<file path="config.mk">
export PLATFORM = sky130hd
export DESIGN_NAME = if_queue
export DESIGN_NICKNAME = d
export VERILOG_FILES = /design/src/rtl/if_queue_pkg.sv /design/src/rtl/if_queue_mem.sv /design/src/rtl/if_queue.sv
export SDC_FILE = /design/constraint.sdc
export NUM_CORES = 1
export LEC_CHECK = 0
export CAP_MARGIN = 20
export CORE_MARGIN = 2
export CORE_UTILIZATION = 45
export CTS_BUF_LIST = sky130_fd_sc_hd__clkbuf_4
export CTS_CLUSTER_DIAMETER = 200
export DETAILED_ROUTE_END_ITERATION = 16
export PLACE_DENSITY = 0.74
export SKIP_CTS_REPAIR_TIMING = 1
export SYNTH_ARGS = -nofsm -noshare
export SYNTH_HDL_FRONTEND = slang
export SYNTH_SLANG_ARGS = --single-unit
</file>
<file path="constraint.sdc">
create_clock -name clk -period 4.59 [get_ports clk]
set_clock_uncertainty 0.2 [all_clocks]
set_input_delay 0.6885 -clock clk [delete_from_list [all_inputs] [get_ports clk]]
set_output_delay 0.6885 -clock clk [all_outputs]
set_load 0.02 [all_outputs]
</file>
<file path="src/rtl/if_queue_pkg.sv">
// Shared fetch-path constants and the stored entry layout for the
// instruction queue between the PC/ROM stage and decode.
package if_queue_pkg;

  localparam int          InstAddrBus  = 32;
  localparam int          InstBus      = 32;
  localparam logic [31:0] NopInst      = 32'h0000_0000;
  localparam logic [31:0] ZeroWord     = 32'h0000_0000;
  localparam logic        RstEnable    = 1'b1;
  localparam int          IfQueueDepth = 4;
  localparam int          IfQueueAw    = 2;

  typedef struct packed {
    logic [InstAddrBus-1:0] pc;
    logic [InstBus-1:0]     inst;
  } if_entry_t;

endpackage

</file>
<file path="src/rtl/if_queue_mem.sv">
// DEPTH x {pc, inst} register file: one synchronous write port,
// one asynchronous read port feeding the queue head.
module if_queue_mem
  import if_queue_pkg::*;
#(
  parameter int DEPTH = IfQueueDepth,
  parameter int AW    = IfQueueAw
) (
  input  logic          clk,
  input  logic          we_i,
  input  logic [AW-1:0] waddr_i,
  input  if_entry_t     wdata_i,
  input  logic [AW-1:0] raddr_i,
  output if_entry_t     rdata_o
);

  if_entry_t mem_q [DEPTH];

  // NOTE: storage has no reset; occupancy is tracked by count in the parent,
  // and unoccupied slots are masked at the outputs, so stale data is harmless.
  always_ff @(posedge clk) begin
    if (we_i) mem_q[waddr_i] <= wdata_i;
  end

  assign rdata_o = mem_q[raddr_i];

endmodule

</file>
<file path="src/rtl/if_queue.sv">
// Instruction fetch queue: decouples ROM delivery from decode.
// Define IF_QUEUE_SKID_EN to raise full_o one entry early (skid slot).
module if_queue
  import if_queue_pkg::*;
#(
  parameter int DEPTH = IfQueueDepth,
  parameter int AW    = IfQueueAw
) (
  input  logic                   clk,
  input  logic                   rst,
  input  logic                   ce_i,
  input  logic                   inst_valid_i,
  input  logic [InstAddrBus-1:0] pc_i,
  input  logic [InstBus-1:0]     inst_i,
  input  logic                   flush_i,
  input  logic                   id_ready_i,
  output logic                   full_o,
  output logic                   id_valid_o,
  output logic [InstAddrBus-1:0] id_pc_o,
  output logic [InstBus-1:0]     id_inst_o,
  output logic [AW:0]            count_o,
  output logic                   ovf_o
);

  localparam logic [AW:0] DepthC = (AW+1)'(DEPTH);

  logic [AW-1:0] wptr_q, wptr_d;
  logic [AW-1:0] rptr_q, rptr_d;
  logic [AW:0]   count_q, count_d;
  logic          ovf_q, ovf_d;
  logic          offer, do_enq, do_deq;
  if_entry_t     wdata, head;

  assign offer  = ce_i & inst_valid_i & ~flush_i;
  // Room is judged on the registered count alone: a same-cycle dequeue
  // never makes space for the incoming word.
  assign do_enq = offer & (count_q < DepthC);
  assign do_deq = id_valid_o & id_ready_i & ~flush_i;
  assign wdata  = '{pc: pc_i, inst: inst_i};

  // NOTE: combinational next-state assigns every output a default first so no
  // path leaves a variable unassigned and no latch is inferred.
  always_comb begin
    wptr_d  = wptr_q;
    rptr_d  = rptr_q;
    count_d = count_q;
    ovf_d   = ovf_q | (offer & (count_q == DepthC));
    if (flush_i) begin
      wptr_d  = '0;
      rptr_d  = '0;
      count_d = '0;
    end else begin
      if (do_enq) wptr_d = wptr_q + AW'(1);
      if (do_deq) rptr_d = rptr_q + AW'(1);
      case ({do_enq, do_deq})
        2'b10:   count_d = count_q + (AW+1)'(1);
        2'b01:   count_d = count_q - (AW+1)'(1);
        default: count_d = count_q;
      endcase
    end
  end

  // NOTE: state registers use non-blocking assignments so every flop samples
  // the pre-edge values regardless of statement order.
  always_ff @(posedge clk) begin
    if (rst == RstEnable) begin
      wptr_q  <= '0;
      rptr_q  <= '0;
      count_q <= '0;
      ovf_q   <= 1'b0;
    end else begin
      wptr_q  <= wptr_d;
      rptr_q  <= rptr_d;
      count_q <= count_d;
      ovf_q   <= ovf_d;
    end
  end

  if_queue_mem #(.DEPTH(DEPTH), .AW(AW)) u_mem (
    .clk     (clk),
    .we_i    (do_enq),
    .waddr_i (wptr_q),
    .wdata_i (wdata),
    .raddr_i (rptr_q),
    .rdata_o (head)
  );

  assign id_valid_o = (count_q != '0);
  assign id_pc_o    = id_valid_o ? head.pc   : ZeroWord;
  assign id_inst_o  = id_valid_o ? head.inst : NopInst;
  assign count_o    = count_q;
  assign ovf_o      = ovf_q;

`ifdef IF_QUEUE_SKID_EN
  localparam logic [AW:0] SkidC = (AW+1)'(DEPTH-1);
  assign full_o = (count_q >= SkidC);
`else
  assign full_o = (count_q == DepthC);
`endif

endmodule
</file>
==> impl_metrics.env <==
export IMPL_crit_required_ns=3.70
export IMPL_crit_arrival_ns=2.98
export IMPL_max_slew_margin=0.278
export IMPL_max_freq_ghz=0.258
export IMPL_hold_ws_ns=0.289
export IMPL_yosysTopAreaCellShare=0.750
export IMPL_grt_total_usage=0.169
export IMPL_synth_area_per_cell_um2=22.2
export IMPL_timing_rr_end="u_mem.mem_q[3][15]"
export IMPL_period_share=0.844
export IMPL_final_area_um2=12800
export IMPL_syn_nets=537
export IMPL_viasPerCell=5.16
export IMPL_synth_seq_cells=266
export IMPL_dieArea_um2=24000
export IMPL_globalplace_congestion=0.705
export IMPL_cts_htree_levels=3
export IMPL_async_flop_share=0
export IMPL_crit_type="flip-flop to primary output"
export IMPL_die_height_um=155
export IMPL_synth_edf_count=256
export IMPL_pre_cts_ws_ns=1.28
export IMPL_slowest_delay_ns=0.78
export IMPL_ys_types=26
export IMPL_yosysTopAreaCell="edfxtp_1"
export IMPL_drt_total_wl_mm=19.5
export IMPL_vias=5108
export IMPL_ys_warnings_count=0
export IMPL_min_from="ovf_o"
export IMPL_fp_dieW_um=155
export IMPL_synth_flop_cell="edfxtp_1"
export IMPL_peakVddDrop_v=0.000236
export IMPL_worst_hold_path_num_cells=2
export IMPL_syn_inst=461
export IMPL_cts_tree="done"
export IMPL_yosysSeqAreaShare=0.770
export IMPL_area_delta_synth_final_pct=24.8
export IMPL_drt_iter0_drc=342
export IMPL_layout_drive_gt1_share=0.255
export IMPL_grt_pass1_vias=5794
export IMPL_p_total_mw=4.95
export IMPL_hold_violations=0
export IMPL_antenna_found_initial=2
export IMPL_dp_hpwl_mm=10.9
export IMPL_crit_fanout=32
export IMPL_finalCriticalPeriod_ns=3.87
export IMPL_clkSinkCount=266
export IMPL_overflow=0
export IMPL_clkPwrFrac=0.421
export IMPL_finalWorstSetupSlack_ns=0.717
export IMPL_tns_ns=0
export IMPL_worstSkewPairLatency_ns=0.63
export IMPL_drt_pass1_iter_count=5
export IMPL_cp_end_kind="primary output"
export IMPL_p_comb_frac=0.036
export IMPL_min_path_type="flip-flop to flip-flop"
export IMPL_power_density_nw_per_um2=387
export IMPL_startpoint_type="flip-flop"
export IMPL_antenna_left=0
export IMPL_yosysMostFrequentCell="edfxtp_1"
export IMPL_wire_per_inst_um=19.7
export IMPL_critPathTopFamily="buffers and inverters"
export IMPL_cts_max_path_buffers=3
export IMPL_synth_area_leaders="edfxtp_1, mux4_2, and2_1, dfxtp_1, buf_12"
export IMPL_fin_nets=729
export IMPL_r2r_setup_slack_ns=2.17
export IMPL_p_int_mw=3.96
export IMPL_clk_pin_slew_ns=0.06
export IMPL_grt_max_degree=65
export IMPL_regToRegStartpoint="count_o[2]"
export IMPL_power_frac_seq=0.543
export IMPL_netSwitchingPower_mw=0.984
export IMPL_rsz0062_at_grt="no"
export IMPL_setup_viol=0
export IMPL_swShare=0.199
export IMPL_initial_core_util=0.455
export IMPL_slew_violations=0
export IMPL_cp_slowest_cell="dfxtp_4"
export IMPL_cts_buffers=70
export IMPL_leakage_nw=4.11
export IMPL_maxCapViolations=0
export IMPL_clockRootBuffer="clkbuf_4"
export IMPL_grt_pass1_wl_mm=30.7
export IMPL_holdPathEnd="ovf_o"
export IMPL_crit_chain="buf_12 > mux4_2 > and2_1 > clkdlybuf4s50_1"
export IMPL_fill_cells=1688
export IMPL_rr_worst_depth=3
export IMPL_drcViolationCount=0
export IMPL_io_pins=140
export IMPL_path_buf_inv=2
export IMPL_io_buffers=139
export IMPL_tightestPinTransition_ns=1.08
export IMPL_coreArea_um2=22500
export IMPL_row_count=55
export IMPL_placed_cell_area_um2=11900
export IMPL_status="completed"
export IMPL_syn_cell_area_um2=10200
export IMPL_ys_top_cells_by_count="edfxtp_1, and2_1, mux4_2"
-- power by group through the flow --
stage | logic [mW] | registers (mW) | clock network (mW)
after floorplan | 0.0608 | 2.74 | 0
after global placement | 0.169 | 2.74 | 0
after detailed placement | 0.177 | 2.74 | 0
after CTS | 0.178 | 2.69 | 2.15
after global routing | 0.190 | 2.69 | 2.27
final | 0.176 | 2.69 | 2.08
-- worst max-delay path by stage --
stage                 start           endpoint  cells past startpoint  slack [ns]
2_1_floorplan  inst_valid_i  u_mem.mem_q[0][0]                      3        1.24
3_3_place_gp      flip-flop       id_inst_o[0]                      4        1.27
3_5_place_dp      flip-flop       id_inst_o[0]                      4        1.28
4_1_cts           flip-flop       id_inst_o[0]                      4        0.58
5_1_grt           flip-flop       id_inst_o[1]                      4        0.50
6_report          flip-flop      id_inst_o[23]                      4        0.72
-- layout make-up --
type	count	area, um2	share of cell area
clock buffer	102	766	0.0599
sequential	266	7900	0.617
multi-input combinational	165	2140	0.168
inverter	7	26.3	0.00205
clock inverter	19	151	0.0118
antenna	2	5.00	0.000391
timing repair buffer	143	1450	0.113
tap	285	357	0.0279
-- cell usage in the layout, fill, tap and decap left out, types with 2 or more instances in the layout --
master and instances:
a21oi_1 2, edfxtp_1 256, nor2_1 10, buf_4 2
clkbuf_4 102, bufinv_16 3, clkinv_1 14, and2_4 4
mux4_1 4, buf_12 2, diode_2 2, inv_1 7
mux4_2 60, ha_1 5, clkdlybuf4s50_1 139, dfxtp_4 2
xor2_1 4, dfxtp_1 8, and2_1 64
-- registers in the layout, indices dropped and copies added, names as in the netlist, named ones only --
signal,flops
rptr_q,2
wptr_q,2
count_o,3
u_mem.mem_q,256
ovf_o,1
-- cell families (layout without fill, tap and decap cells) --
family,after synthesis,after routing,synth area share
DFF,266,266,0.770
and+or+nand+nor,83,83,0.0487
muxes,65,65,0.143
buffers and inverters,30,271,0.0221
adders and majority gates,6,6,0.00806
AOI/OAI and AO/OA,6,6,0.00391
xor gates and xnor gates,5,5,0.00427
other,0,2,0
-- through the flow --
stage	utilization	instances
after global routing	0.568	989
after floorplan	-	461
final	0.568	989
after global placement	0.526	865
after CTS	0.568	987
after detailed placement	0.527	866
-- worst register-to-register path: stages, from the launching register on --
cell      delay (ns)
dfxtp_1         0.39
nor4bb_1        0.30
buf_4           0.21
and2_4          0.84
-- layer usage --
metal	up-vias	wire length, um	GRT usage
met5	-	13	0
met3	26	1360	0.0504
met1	2587	8060	0.209
met4	2	321	0.0728
li1	2303	-	-
met2	190	9730	0.278
Power figures use the tool's default switching activity.
